[src/rtl/pu_select_if.sv]
// Bus bundle for the conditional-select PU: write/enable strobes, argument
// word with attributes, mode select, and the registered result lanes.
interface pu_select_if #(
    parameter int DATA_WIDTH = 32,
    parameter int ATTR_WIDTH = 4,
    parameter int SEL_WIDTH  = 3
) ();
    logic                  wr;
    logic                  oe;
    logic [DATA_WIDTH-1:0] data_in;
    logic [ATTR_WIDTH-1:0] attr_in;
    logic [SEL_WIDTH-1:0]  op_sel;
    logic [DATA_WIDTH-1:0] data_out;
    logic [ATTR_WIDTH-1:0] attr_out;

    modport master (
        output wr, oe, data_in, attr_in, op_sel,
        input  data_out, attr_out
    );

    modport slave (
        input  wr, oe, data_in, attr_in, op_sel,
        output data_out, attr_out
    );
endinterface

[src/rtl/pu_select.sv]
// Conditional-select PU: gathers condition, A and B over three bus writes,
// then yields cond ? A : B (or the inverse) with invalid-flag propagation.
module pu_select #(
    parameter int DATA_WIDTH = 32,
    parameter int ATTR_WIDTH = 4,
    parameter int SEL_WIDTH  = 3
) (
    input  logic          clk,
    input  logic          rst,
    pu_select_if.slave    bus
);

    typedef enum logic [1:0] {
        WAIT_COND = 2'd0,
        WAIT_A    = 2'd1,
        WAIT_B    = 2'd2,
        COMPUTE   = 2'd3
    } state_t;

    localparam logic [SEL_WIDTH-1:0] MODE_SELN = SEL_WIDTH'(1);

    // Any nonzero word counts as true, including all-ones.
    function automatic logic word_is_true(input logic [DATA_WIDTH-1:0] w);
        return (w != {DATA_WIDTH{1'b0}});
    endfunction

    state_t                state_q, state_d;
    logic                  cond_true_q, cond_true_d;
    logic                  cond_inv_q, cond_inv_d;
    logic                  mode_inv_q, mode_inv_d;
    logic [DATA_WIDTH-1:0] a_q, a_d;
    logic [ATTR_WIDTH-1:0] a_attr_q, a_attr_d;
    logic [DATA_WIDTH-1:0] b_q, b_d;
    logic [ATTR_WIDTH-1:0] b_attr_q, b_attr_d;
    logic [DATA_WIDTH-1:0] result_q, result_d;
    logic [ATTR_WIDTH-1:0] result_attr_q, result_attr_d;
    logic [DATA_WIDTH-1:0] data_out_q, data_out_d;
    logic [ATTR_WIDTH-1:0] attr_out_q, attr_out_d;

    logic                  load_cond_s;
    logic                  load_a_s;
    logic                  load_b_s;
    logic                  load_result_s;

    // State and datapath registers with synchronous reset.
    always_ff @(posedge clk) begin
        if (rst) begin
            state_q       <= WAIT_COND;
            cond_true_q   <= 1'b0;
            cond_inv_q    <= 1'b0;
            mode_inv_q    <= 1'b0;
            a_q           <= {DATA_WIDTH{1'b0}};
            a_attr_q      <= {ATTR_WIDTH{1'b0}};
            b_q           <= {DATA_WIDTH{1'b0}};
            b_attr_q      <= {ATTR_WIDTH{1'b0}};
            result_q      <= {DATA_WIDTH{1'b0}};
            result_attr_q <= {ATTR_WIDTH{1'b0}};
            data_out_q    <= {DATA_WIDTH{1'b0}};
            attr_out_q    <= {ATTR_WIDTH{1'b0}};
        end else begin
            state_q       <= state_d;
            cond_true_q   <= cond_true_d;
            cond_inv_q    <= cond_inv_d;
            mode_inv_q    <= mode_inv_d;
            a_q           <= a_d;
            a_attr_q      <= a_attr_d;
            b_q           <= b_d;
            b_attr_q      <= b_attr_d;
            result_q      <= result_d;
            result_attr_q <= result_attr_d;
            data_out_q    <= data_out_d;
            attr_out_q    <= attr_out_d;
        end
    end

    // Next-state logic; a write during COMPUTE starts the next sequence at once.
    always_comb begin
        state_d = state_q;
        case (state_q)
            WAIT_COND: begin
                if (bus.wr) begin
                    state_d = WAIT_A;
                end else begin
                    state_d = WAIT_COND;
                end
            end
            WAIT_A: begin
                if (bus.wr) begin
                    state_d = WAIT_B;
                end else begin
                    state_d = WAIT_A;
                end
            end
            WAIT_B: begin
                if (bus.wr) begin
                    state_d = COMPUTE;
                end else begin
                    state_d = WAIT_B;
                end
            end
            COMPUTE: begin
                if (bus.wr) begin
                    state_d = WAIT_A;
                end else begin
                    state_d = WAIT_COND;
                end
            end
            default: begin
                state_d = WAIT_COND;
            end
        endcase
    end

    // Per-state load strobes for the argument and result registers.
    always_comb begin
        load_cond_s   = 1'b0;
        load_a_s      = 1'b0;
        load_b_s      = 1'b0;
        load_result_s = 1'b0;
        case (state_q)
            WAIT_COND: load_cond_s = bus.wr;
            WAIT_A:    load_a_s    = bus.wr;
            WAIT_B:    load_b_s    = bus.wr;
            COMPUTE: begin
                load_result_s = 1'b1;
                load_cond_s   = bus.wr;
            end
            default: begin
                load_cond_s   = 1'b0;
                load_a_s      = 1'b0;
                load_b_s      = 1'b0;
                load_result_s = 1'b0;
            end
        endcase
    end

    // Argument capture; op_sel matters only alongside the condition word.
    always_comb begin
        cond_true_d = cond_true_q;
        cond_inv_d  = cond_inv_q;
        mode_inv_d  = mode_inv_q;
        a_d         = a_q;
        a_attr_d    = a_attr_q;
        b_d         = b_q;
        b_attr_d    = b_attr_q;
        if (load_cond_s) begin
            cond_true_d = word_is_true(bus.data_in);
            cond_inv_d  = bus.attr_in[0];
            mode_inv_d  = (bus.op_sel == MODE_SELN);
        end else begin
            cond_true_d = cond_true_q;
        end
        if (load_a_s) begin
            a_d      = bus.data_in;
            a_attr_d = bus.attr_in;
        end else begin
            a_d      = a_q;
        end
        if (load_b_s) begin
            b_d      = bus.data_in;
            b_attr_d = bus.attr_in;
        end else begin
            b_d      = b_q;
        end
    end

    // Select from the registered operands; an invalid condition taints the result.
    always_comb begin
        result_d      = result_q;
        result_attr_d = result_attr_q;
        if (load_result_s) begin
            if (cond_true_q ^ mode_inv_q) begin
                result_d      = a_q;
                result_attr_d = a_attr_q;
            end else begin
                result_d      = b_q;
                result_attr_d = b_attr_q;
            end
            result_attr_d[0] = result_attr_d[0] | cond_inv_q;
        end else begin
            result_d      = result_q;
            result_attr_d = result_attr_q;
        end
    end

    // Output lanes are zero whenever the enable was low at the sampling edge.
    always_comb begin
        data_out_d = {DATA_WIDTH{1'b0}};
        attr_out_d = {ATTR_WIDTH{1'b0}};
        if (bus.oe) begin
            data_out_d = result_q;
            attr_out_d = result_attr_q;
        end else begin
            data_out_d = {DATA_WIDTH{1'b0}};
            attr_out_d = {ATTR_WIDTH{1'b0}};
        end
    end

    assign bus.data_out = data_out_q;
    assign bus.attr_out = attr_out_q;

endmodule
[src/flat_wrapper.sv]
// flat-port wrapper written by rule: the top's interface ports become plain ports
module pu_select_flat 
#(
    parameter int DATA_WIDTH = 32,
    parameter int ATTR_WIDTH = 4,
    parameter int SEL_WIDTH  = 3
)
  (clk, rst, bus_wr, bus_oe, bus_data_in, bus_attr_in, bus_op_sel, bus_data_out, bus_attr_out);
  pu_select_if #(.DATA_WIDTH(DATA_WIDTH), .ATTR_WIDTH(ATTR_WIDTH), .SEL_WIDTH(SEL_WIDTH)) bus_i ();
  input  logic clk;
  input  logic rst;
  input wire logic [$bits(bus_i.wr)-1:0] bus_wr;
  input wire logic [$bits(bus_i.oe)-1:0] bus_oe;
  input wire logic [$bits(bus_i.data_in)-1:0] bus_data_in;
  input wire logic [$bits(bus_i.attr_in)-1:0] bus_attr_in;
  input wire logic [$bits(bus_i.op_sel)-1:0] bus_op_sel;
  output wire logic [$bits(bus_i.data_out)-1:0] bus_data_out;
  output wire logic [$bits(bus_i.attr_out)-1:0] bus_attr_out;
  assign bus_i.wr = bus_wr;
  assign bus_i.oe = bus_oe;
  assign bus_i.data_in = bus_data_in;
  assign bus_i.attr_in = bus_attr_in;
  assign bus_i.op_sel = bus_op_sel;
  assign bus_data_out = bus_i.data_out;
  assign bus_attr_out = bus_i.attr_out;
  pu_select #(.DATA_WIDTH(DATA_WIDTH), .ATTR_WIDTH(ATTR_WIDTH), .SEL_WIDTH(SEL_WIDTH)) u_core (.clk(clk), .rst(rst), .bus(bus_i));
endmodule
[config.mk]
export PLATFORM = sky130hd
export DESIGN_NAME = pu_select_flat
export DESIGN_NICKNAME = d
export VERILOG_FILES = /design/src/rtl/pu_select_if.sv /design/src/rtl/pu_select.sv /design/src/flat_wrapper.sv
export SDC_FILE = /design/constraint.sdc
export NUM_CORES = 1
export LEC_CHECK = 0
export ABC_AREA = 1
export ABC_CLOCK_PERIOD_IN_PS = 3280
export CORE_UTILIZATION = 58
export CTS_CLUSTER_DIAMETER = 120
export DETAILED_ROUTE_END_ITERATION = 6
export PLACE_DENSITY = 0.84
export SLEW_MARGIN = 15
export SYNTH_ARGS = -nofsm -noshare
export SYNTH_HDL_FRONTEND = slang
export SYNTH_SLANG_ARGS = --single-unit
[constraint.sdc]
create_clock -name clk -period 3.28 [get_ports clk]
set_clock_uncertainty 0.2 [all_clocks]
set_input_delay 0.656 -clock clk [delete_from_list [all_inputs] [get_ports clk]]
set_output_delay 0.656 -clock clk [all_outputs]
set_load 0.03 [all_outputs]
==> impl_metrics.json, run 1 <==
{
  "cts_tree": "done",
  "placed_area_sq_um": 6350,
  "synthCells": 752,
  "cts_buffers": 17,
  "path_cells": "clkdlybuf4s50_1",
  "root_buffer": "clkbuf_8",
  "slowest_stage": "clkdlybuf4s50_1",
  "vias": 4999,
  "overflow": 0,
  "fillers": 693,
  "area_growth_pct": 25.1,
  "clkTransAtPathRegs_ps": 70,
  "grt_usage_pct": 26.7,
  "h-tree-depth": 4,
  "path_buf_inv": 1,
  "setup_violations": 0,
  "drt-pass1-iter-count": 6,
  "ant_nets": 0,
  "synthTopCellsByCount": "177 x nor2_1, 149 x dfxtp_1, 122 x nand2_1, 83 x inv_1, 63 x o21ai_0",
  "timing.fmax_ghz": 0.418,
  "synth_seq_area_share_pct": 53.4,
  "irDropWorstVdd_mv": 0.377,
  "cp-start-kind": "register",
  "leakage_nw": 2.79,
  "slew-limit-headroom_pct": 48.3,
  "synth.largest_area_cell": "dfxtp_1",
  "initial_core_util_pct": 60.2,
  "dp_worst_setup_slack_ps": 853,
  "min_path_type": "register to register",
  "slowest_delay_ps": 680,
  "die_y_um": 100,
  "wirelength_um": 13100,
  "wire_per_inst_um": 13.7,
  "powerDensity_nw_per_um2": 633,
  "cap_violations": 0,
  "finalSetupTns_ps": 0,
  "dp_hpwl_um": 7460,
  "grt_max_degree": 49,
  "yosys_most_used_dff": "dfxtp_1",
  "drc": 0,
  "grt_pass1_vias": 4722,
  "synth_nets": 799,
  "crit_arrival_ps": 1540,
  "avgSynthCellArea_sq_um": 7.43,
  "path_class": "register to primary output",
  "final_cell_area_sq_um": 6990,
  "period_minus_slack_ps": 2390,
  "path_delay_family": "buffers and inverters",
  "layout-drive-gt1-share_pct": 5.33,
  "yosys.cell_types.count": 20,
  "finalNetCount": 860,
  "status": "finished, final reports clean",
  "async_reset_ff_share_pct": 0,
  "post_cts_buffers": 0,
  "cts_hold_buffers": 0,
  "portBuffers": 78,
  "finalCritPeriodShare_pct": 72.9,
  "worst_pin_slew_ps": 774,
  "synthMostInstantiatedCell": "nor2_1",
  "core_area_sq_um": 9280,
  "synth-edff-count": 0,
  "hold_viol": 0,
  "worstPathMaxFanout": 1,
  "drv_slew": 0,
  "antenna_found_initial": 0,
  "die-area_sq_um": 10000,
  "chipWidth_um": 100,
  "synth.area.top_cells": "dfxtp_1 53%, nor2_1 12%, nand2_1 8.2%",
  "total_power_mw": 4.42,
  "cts_sinks": 149,
  "ys_warn_count": 0,
  "synth_seq_cells": 149,
  "setup_ws_ps": 887,
  "antennaDiodeCount": 0,
  "place.gp.congestion": 0.794,
  "cts_resized": 0,
  "clk_latency_ps": 520,
  "synth_top_cell_area_share_pct": 53.4,
  "grt_pass1_wl_um": 20900,
  "synth_area_sq_um": 5590,
  "num_rows": 35,
  "cp.required_ps": 2420,
  "drt-vias-per-instance": 5.23,
  "drt-initial-drc-count": 347,
  "end_kind": "primary output",
  "rsz0062_at_grt": "no",
  "cts_buffer_depth": 2,
  "ioPinCount": 79
}
## sequential cells by signal (all words and copies together) (netlist names)
register	count
u_core.result_q	32
u_core.cond_true_q	1
u_core.a_attr_q	4
u_core.mode_inv_q	1
u_core.bus.data_out	32
u_core.state_q	2
u_core.result_attr_q	4
u_core.b_attr_q	4
u_core.b_q	32
u_core.a_q	32
u_core.bus.attr_out	4
u_core.cond_inv_q	1
## tightest hold or removal path, stage by stage (launching register included)
cell and delay [ps]:
dfxtp_1 300, inv_1 60, nor2_1 40
## power by group
part           internal [mW]  switching (mW)  leakage [nW]  total [mW]
combinational          0.148           0.272          1.28       0.420
sequential              1.90          0.0423          1.21        1.94
clock                   1.33           0.733         0.305        2.07
## path summary, 6_finish.rpt
kind                                               from                     end  slack [ps]  cells after the start
worst max-delay path            u_core.bus.data_out[16]        bus_data_out[16]         890                      1
worst min-delay path                 u_core.result_q[1]  u_core.bus.data_out[1]         230                      2
worst max register to register        u_core.state_q[0]          u_core.b_q[19]        1420                      6
worst min register to register       u_core.result_q[1]  u_core.bus.data_out[1]         230                      2
## final cells by class
type	instances	area (sq um)	area share (%)
flip-flops and latches	149	2980	42.7
multi-input cells	473	2050	29.3
well taps	129	161	2.31
clock inverters	12	201	2.88
clock buffers	20	435	6.23
inverters	88	335	4.80
repair buffers	84	826	11.8
## per-stage QoR
step                std cells  util, %  hold slack, ps
finish                    955     75.3             234
global route              955     75.3             255
CTS                       955     75.3             237
detailed placement        923     68.4             226
global placement          923     68.4             222
floorplan                 752        -             216
## cell usage in the layout, fill, tap and decap left out, types with 2 or more instances in the layout
cell             netlist  routed
nand2_1              122     122
clkdlybuf4s50_1        0      78
clkinv_4               0       2
clkbuf_16              0      16
a21oi_1               50      50
ha_1                   4       4
dfxtp_1              149     149
bufinv_16              0       5
nor2_1               177     177
clkinv_2               0       2
inv_1                 83      83
inv_6                  1       2
clkinvlp_4             0       2
buf_4                  0       6
inv_2                  4       4
nand3_1               41      41
o21ai_1               12      12
clkbuf_8               0       2
o21ai_0               63      63
clkbuf_1              20       2
## kinds of logic (layout without fill, tap and decap cells)
family	Yosys count	after routing	synth area share [%]
AOI/OAI and AO/OA	125	125	11.2
adders and majority gates	4	4	0.896
and+or+nand+nor	344	344	24.5
buffers and inverters	130	204	9.97
DFF	149	149	53.4
## routing by layer
layer | wire length, um | vias to the layer above | share of wire (%) | GRT usage (%)
li1 | - | 2444 | - | -
met1 | 5230 | 2308 | 40 | 29.7
met2 | 6600 | 219 | 50 | 48.3
met3 | 1000 | 28 | 7.7 | 5.99
met4 | 236 | 0 | 1.8 | 12.5
met5 | 0 | - | 0 | 0
Note: power is estimated with default switching activity, not from simulation.
==> run 2, diff against run 1 <==
--- a/config.mk
+++ b/config.mk
@@ -6,11 +6,11 @@
 export NUM_CORES = 1
 export LEC_CHECK = 0
 export ABC_AREA = 1
-export ABC_CLOCK_PERIOD_IN_PS = 3280
-export CORE_UTILIZATION = 58
+export ABC_CLOCK_PERIOD_IN_PS = 2400
+export CORE_UTILIZATION = 54
 export CTS_CLUSTER_DIAMETER = 120
 export DETAILED_ROUTE_END_ITERATION = 6
-export PLACE_DENSITY = 0.84
+export PLACE_DENSITY = 0.79
 export SLEW_MARGIN = 15
 export SYNTH_ARGS = -nofsm -noshare
 export SYNTH_HDL_FRONTEND = slang
==> constraint.sdc (replaced) <==
create_clock -name clk -period 2.4 [get_ports clk]
set_clock_uncertainty 0.2 [all_clocks]
set_input_delay 0.48 -clock clk [delete_from_list [all_inputs] [get_ports clk]]
set_output_delay 0.48 -clock clk [all_outputs]
set_load 0.03 [all_outputs]
==> impl_metrics.json, run 2 (synthesized netlist as in run 1, its figures left out) <==
{
  "status": "finished, final reports clean",
  "power_frac_seq_pct": 43.5,
  "grt_pass1_vias": 4846,
  "met2_usage_pct": 45.8,
  "irDropWorstVdd_mv": 0.483,
  "layout-drive-gt1-share_pct": 5.78,
  "setup_ws_ps": 208,
  "ioPinCount": 79,
  "finalCritPeriodShare_pct": 91.3,
  "switching_share_pct": 22.8,
  "path_buf_inv": 1,
  "cap_violations": 0,
  "h-tree-depth": 4,
  "ant_nets": 0,
  "clkTransAtPathRegs_ps": 60,
  "timing.rr.start": "u_core.state_q[0]",
  "worst-r2r-setup-slack_ps": 600,
  "path_class": "register to primary output",
  "cts_sinks": 149,
  "drv_slew": 0,
  "grt_max_degree": 77,
  "wire_per_inst_um": 13.2,
  "gr-usage-met1_pct": 28.2,
  "period_minus_slack_ps": 2190,
  "grt_pass1_wl_um": 21700,
  "slowest_stage": "clkdlybuf4s50_1",
  "slew-limit-headroom_pct": 52.3,
  "end_kind": "primary output",
  "dp_worst_setup_slack_ps": 275,
  "cp.required_ps": 1720,
  "regToRegEndpoint": "u_core.b_q[22]",
  "worstPathMaxFanout": 1,
  "cp-start-kind": "register",
  "drt-vias-per-instance": 5.01,
  "dp_hpwl_um": 7670,
  "drt-pass1-iter-count": 5,
  "min_to": "u_core.bus.data_out[5]",
  "path_delay_family": "buffers and inverters",
  "drc": 0,
  "initial_core_util_pct": 56.4,
  "utilization_pct": 71.4,
  "leakage_nw": 2.84,
  "overflow": 0,
  "cts_buffers": 17,
  "portBuffers": 78,
  "die-area_sq_um": 10800,
  "die_y_um": 104,
  "final_cell_mix": "177 x nor2_1, 149 x dfxtp_1, 122 x nand2_1",
  "cts_tree": "done",
  "clk_latency_ps": 520,
  "cts_hold_buffers": 0,
  "hp-start": "u_core.result_q[5]",
  "vias": 4828,
  "final_cell_area_sq_um": 7080,
  "slowest_delay_ps": 680,
  "rsz0062_at_grt": "no",
  "setup_violations": 0,
  "rr_worst_depth": 7,
  "antenna_found_initial": 0,
  "p_switching_mw": 1.39,
  "timing.fmax_ghz": 0.456,
  "powerDensity_nw_per_um2": 861,
  "worst_pin_slew_ps": 714,
  "grt.busiest_layer": "met2",
  "p_clk_share_pct": 47.1,
  "wirelength_um": 12800,
  "antennaDiodeCount": 0,
  "path_cells": "clkdlybuf4s50_1",
  "area_growth_pct": 26.7,
  "layout_commonest_cell": "nor2_1",
  "min_path_type": "register to register",
  "use_met3_pct": 6.29,
  "chipWidth_um": 104,
  "post_cts_buffers": 0,
  "root_buffer": "clkbuf_8",
  "core_area_sq_um": 9910,
  "finalSetupTns_ps": 0,
  "placed_area_sq_um": 6430,
  "hold_viol": 0,
  "drt-initial-drc-count": 210,
  "grt_usage_pct": 25.2,
  "crit_arrival_ps": 1510,
  "fillers": 771,
  "hold_depth": 2,
  "finalNetCount": 865,
  "cts_buffer_depth": 2,
  "place.gp.congestion": 0.806,
  "num_rows": 36,
  "cts_resized": 0,
  "power_frac_comb_pct": 9.4,
  "p_int_mw": 4.70
}
## run 2: changes by cell type in the layout (fill, tap and decap cells not counted), sizes merged
cell	previous run	this run
buf	6	11
clkbuf	20	23
clkinv	4	1
inv	89	88
## run 2: area by class of cell
| class | instances | area (sq um) | share of cell area, % |
|---|---|---|---|
| Clock inverter | 8 | 170 | 2.40 |
| Timing Repair Buffer | 89 | 901 | 12.7 |
| Sequential cell | 149 | 2980 | 42.1 |
| Inverter | 88 | 335 | 4.74 |
| Multi-Input combinational cell | 473 | 2050 | 28.9 |
| Tap cell | 133 | 166 | 2.35 |
| Clock buffer | 23 | 477 | 6.74 |
## run 2: worst max path at each step
stage                            start                      end  slack (ps)  cells past startpoint
6_report       u_core.bus.data_out[13]         bus_data_out[13]         210                      1
5_1_grt        u_core.bus.data_out[24]         bus_data_out[24]         170                      1
4_1_cts        u_core.bus.data_out[14]         bus_data_out[14]         190                      1
3_5_place_dp                    bus_wr           u_core.b_q[22]         270                      6
3_3_place_gp                    bus_wr           u_core.a_q[12]         360                      6
2_1_floorplan        u_core.state_q[0]  u_core.result_attr_q[0]         860                      7
## run 2: through the flow
stage | instances | hold slack, ps | power [mW]
after global placement | 932 | 223 | 3.24
after floorplan | 752 | 216 | 3.09
after detailed placement | 932 | 224 | 3.27
after global routing | 963 | 245 | 6.31
final | 963 | 234 | 6.09
after CTS | 963 | 234 | 6.11
## run 2: power by group through the flow
| stage | Sequential, mW | Combinational (mW) | Clock (mW) |
|---|---|---|---|
| detailed placement | 2.70 | 0.566 | 0 |
| floorplan | 2.70 | 0.396 | 0 |
| global route | 2.66 | 0.646 | 3.01 |
| finish | 2.65 | 0.575 | 2.87 |
| global placement | 2.69 | 0.547 | 0 |
| CTS | 2.65 | 0.576 | 2.89 |
## run 2: metal layers
| metal | vias to the layer above | part of all wire (%) |
|---|---|---|
| met1 | 2232 | 41 |
| met3 | 15 | 5.5 |
| met4 | 0 | 1.2 |
| met2 | 132 | 52 |
| li1 | 2449 | - |
| met5 | - | 0 |
==> run 3, diff against run 2 <==
--- a/config.mk
+++ b/config.mk
@@ -11,6 +11,8 @@
 export CTS_CLUSTER_DIAMETER = 120
 export DETAILED_ROUTE_END_ITERATION = 6
 export PLACE_DENSITY = 0.79
+export REMOVE_ABC_BUFFERS = 1
+export SKIP_LAST_GASP = 1
 export SLEW_MARGIN = 15
 export SYNTH_ARGS = -nofsm -noshare
 export SYNTH_HDL_FRONTEND = slang
==> impl_metrics.json, run 3 (synthesized netlist as in run 1, its figures left out) <==
{
  "end_kind": "primary output",
  "wire_per_inst_um": 13.2,
  "finalNetCount": 868,
  "portBuffers": 78,
  "timing.rr.start": "u_core.state_q[0]",
  "slew-limit-headroom_pct": 51.6,
  "finalSetupTns_ps": 0,
  "drt-initial-drc-count": 287,
  "powerDensity_nw_per_um2": 804,
  "switching_share_pct": 25.3,
  "drt-vias-per-instance": 5.12,
  "initial_core_util_pct": 56.4,
  "chipWidth_um": 104,
  "p_clk_share_pct": 42.5,
  "setup_violations": 0,
  "wirelength_um": 12700,
  "place.gp.congestion": 0.787,
  "layout_commonest_cell": "nor2_1",
  "stdcell_count": 967,
  "die_y_um": 104,
  "post_cts_buffers": 0,
  "final_cell_mix": "177 x nor2_1, 149 x dfxtp_1, 122 x nand2_1",
  "dp_cells": 935,
  "worst_pin_slew_ps": 725,
  "hold_viol": 0,
  "slowest_stage": "clkdlybuf4s50_1",
  "layout-drive-gt1-share_pct": 6.35,
  "ioPinCount": 79,
  "leakage_nw": 2.78,
  "path_depth": 1,
  "antennaDiodeCount": 0,
  "timing.fmax_ghz": 0.456,
  "path_cells": "clkdlybuf4s50_1",
  "cts_buffer_depth": 2,
  "h-tree-depth": 4,
  "grt_max_degree": 77,
  "power_frac_seq_pct": 47.1,
  "fin_hold_ws_ps": 237,
  "ant_nets": 0,
  "min_path_type": "register to register",
  "rsz0062_at_grt": "no",
  "drt-pass1-iter-count": 5,
  "cp.required_ps": 1720,
  "root_buffer": "clkbuf_8",
  "overflow": 0,
  "cts_sinks": 149,
  "p_switching_mw": 1.42,
  "cts_hold_buffers": 0,
  "clkTransAtPathRegs_ps": 60,
  "area_growth_pct": 25.2,
  "worstPathMaxFanout": 1,
  "endpoint": "bus_data_out[11]",
  "path_buf_inv": 1,
  "status": "finished, final reports clean",
  "grt_pass1_vias": 4679,
  "cts_buffers": 17,
  "finalCritPeriodShare_pct": 91.4,
  "irDropWorstVdd_mv": 0.454,
  "rr_worst_depth": 7,
  "num_rows": 36,
  "grt_usage_pct": 25.0,
  "crit_arrival_ps": 1510,
  "path_delay_family": "buffers and inverters",
  "core_area_sq_um": 9910,
  "regToRegEndpoint": "u_core.b_q[8]",
  "clk_latency_ps": 530,
  "grt_pass1_wl_um": 21200,
  "drc": 0,
  "cts_resized": 0,
  "p_int_mw": 4.20,
  "die-area_sq_um": 10800,
  "period_minus_slack_ps": 2190,
  "cap_violations": 0,
  "slowest_delay_ps": 660,
  "crit_start": "u_core.bus.data_out[11]",
  "cts_tree": "done",
  "power_frac_comb_pct": 10.4,
  "cp-start-kind": "register",
  "worst-r2r-setup-slack_ps": 680,
  "antenna_found_initial": 0,
  "drv_slew": 0,
  "path_class": "register to primary output",
  "vias": 4953,
  "dp_hpwl_um": 8020
}
## run 3: per-stage QoR
step                      util, %  worst slack, ps  instance area (sq um)  power, mW
after floorplan                 -              269                   5360       3.02
after global placement       65.1              361                   6450       3.24
after detailed placement     65.1              279                   6450       3.27
after CTS                    70.6              191                   7000       5.64
after global routing         70.6              145                   7000       5.84
final                        70.6              206                   7000       5.62
## run 3: worst min-delay path by stage
stage	start	endpoint	slack, ps	depth (start not counted)
6_report	u_core.result_attr_q[1]	u_core.bus.attr_out[1]	240	2
5_1_grt	u_core.result_q[13]	u_core.bus.data_out[13]	260	2
4_1_cts	u_core.result_q[15]	u_core.bus.data_out[15]	240	2
3_5_place_dp	u_core.result_attr_q[0]	u_core.bus.attr_out[0]	230	2
3_3_place_gp	u_core.result_q[7]	u_core.bus.data_out[7]	220	2
2_1_floorplan	u_core.result_attr_q[0]	u_core.bus.attr_out[0]	220	2
## run 3: metal layers
metal  global-route usage, %  vias to the layer above  routed length (um)
met5                       0                        -                   0
met4                    11.8                        0                 278
met3                    7.11                       24                 755
met2                    42.5                      170                6320
met1                    29.0                     2299                5380
li1                        -                     2460                   -
## run 3: power groups by stage
stage	Sequential, mW	Clock [mW]	Combinational (mW)
floorplan	2.70	0	0.326
global placement	2.69	0	0.550
detailed placement	2.70	0	0.572
CTS	2.65	2.42	0.582
global route	2.66	2.54	0.645
finish	2.65	2.39	0.583
## run 3: layout make-up
cell class / count / area (sq um)
multi-input cells: 473 / 2050
clock buffers: 19 / 432
flip-flops and latches: 149 / 2980
inverters: 88 / 335
clock inverters: 13 / 110
repair buffers: 92 / 923
fillers: 791 / 2910
well taps: 133 / 166
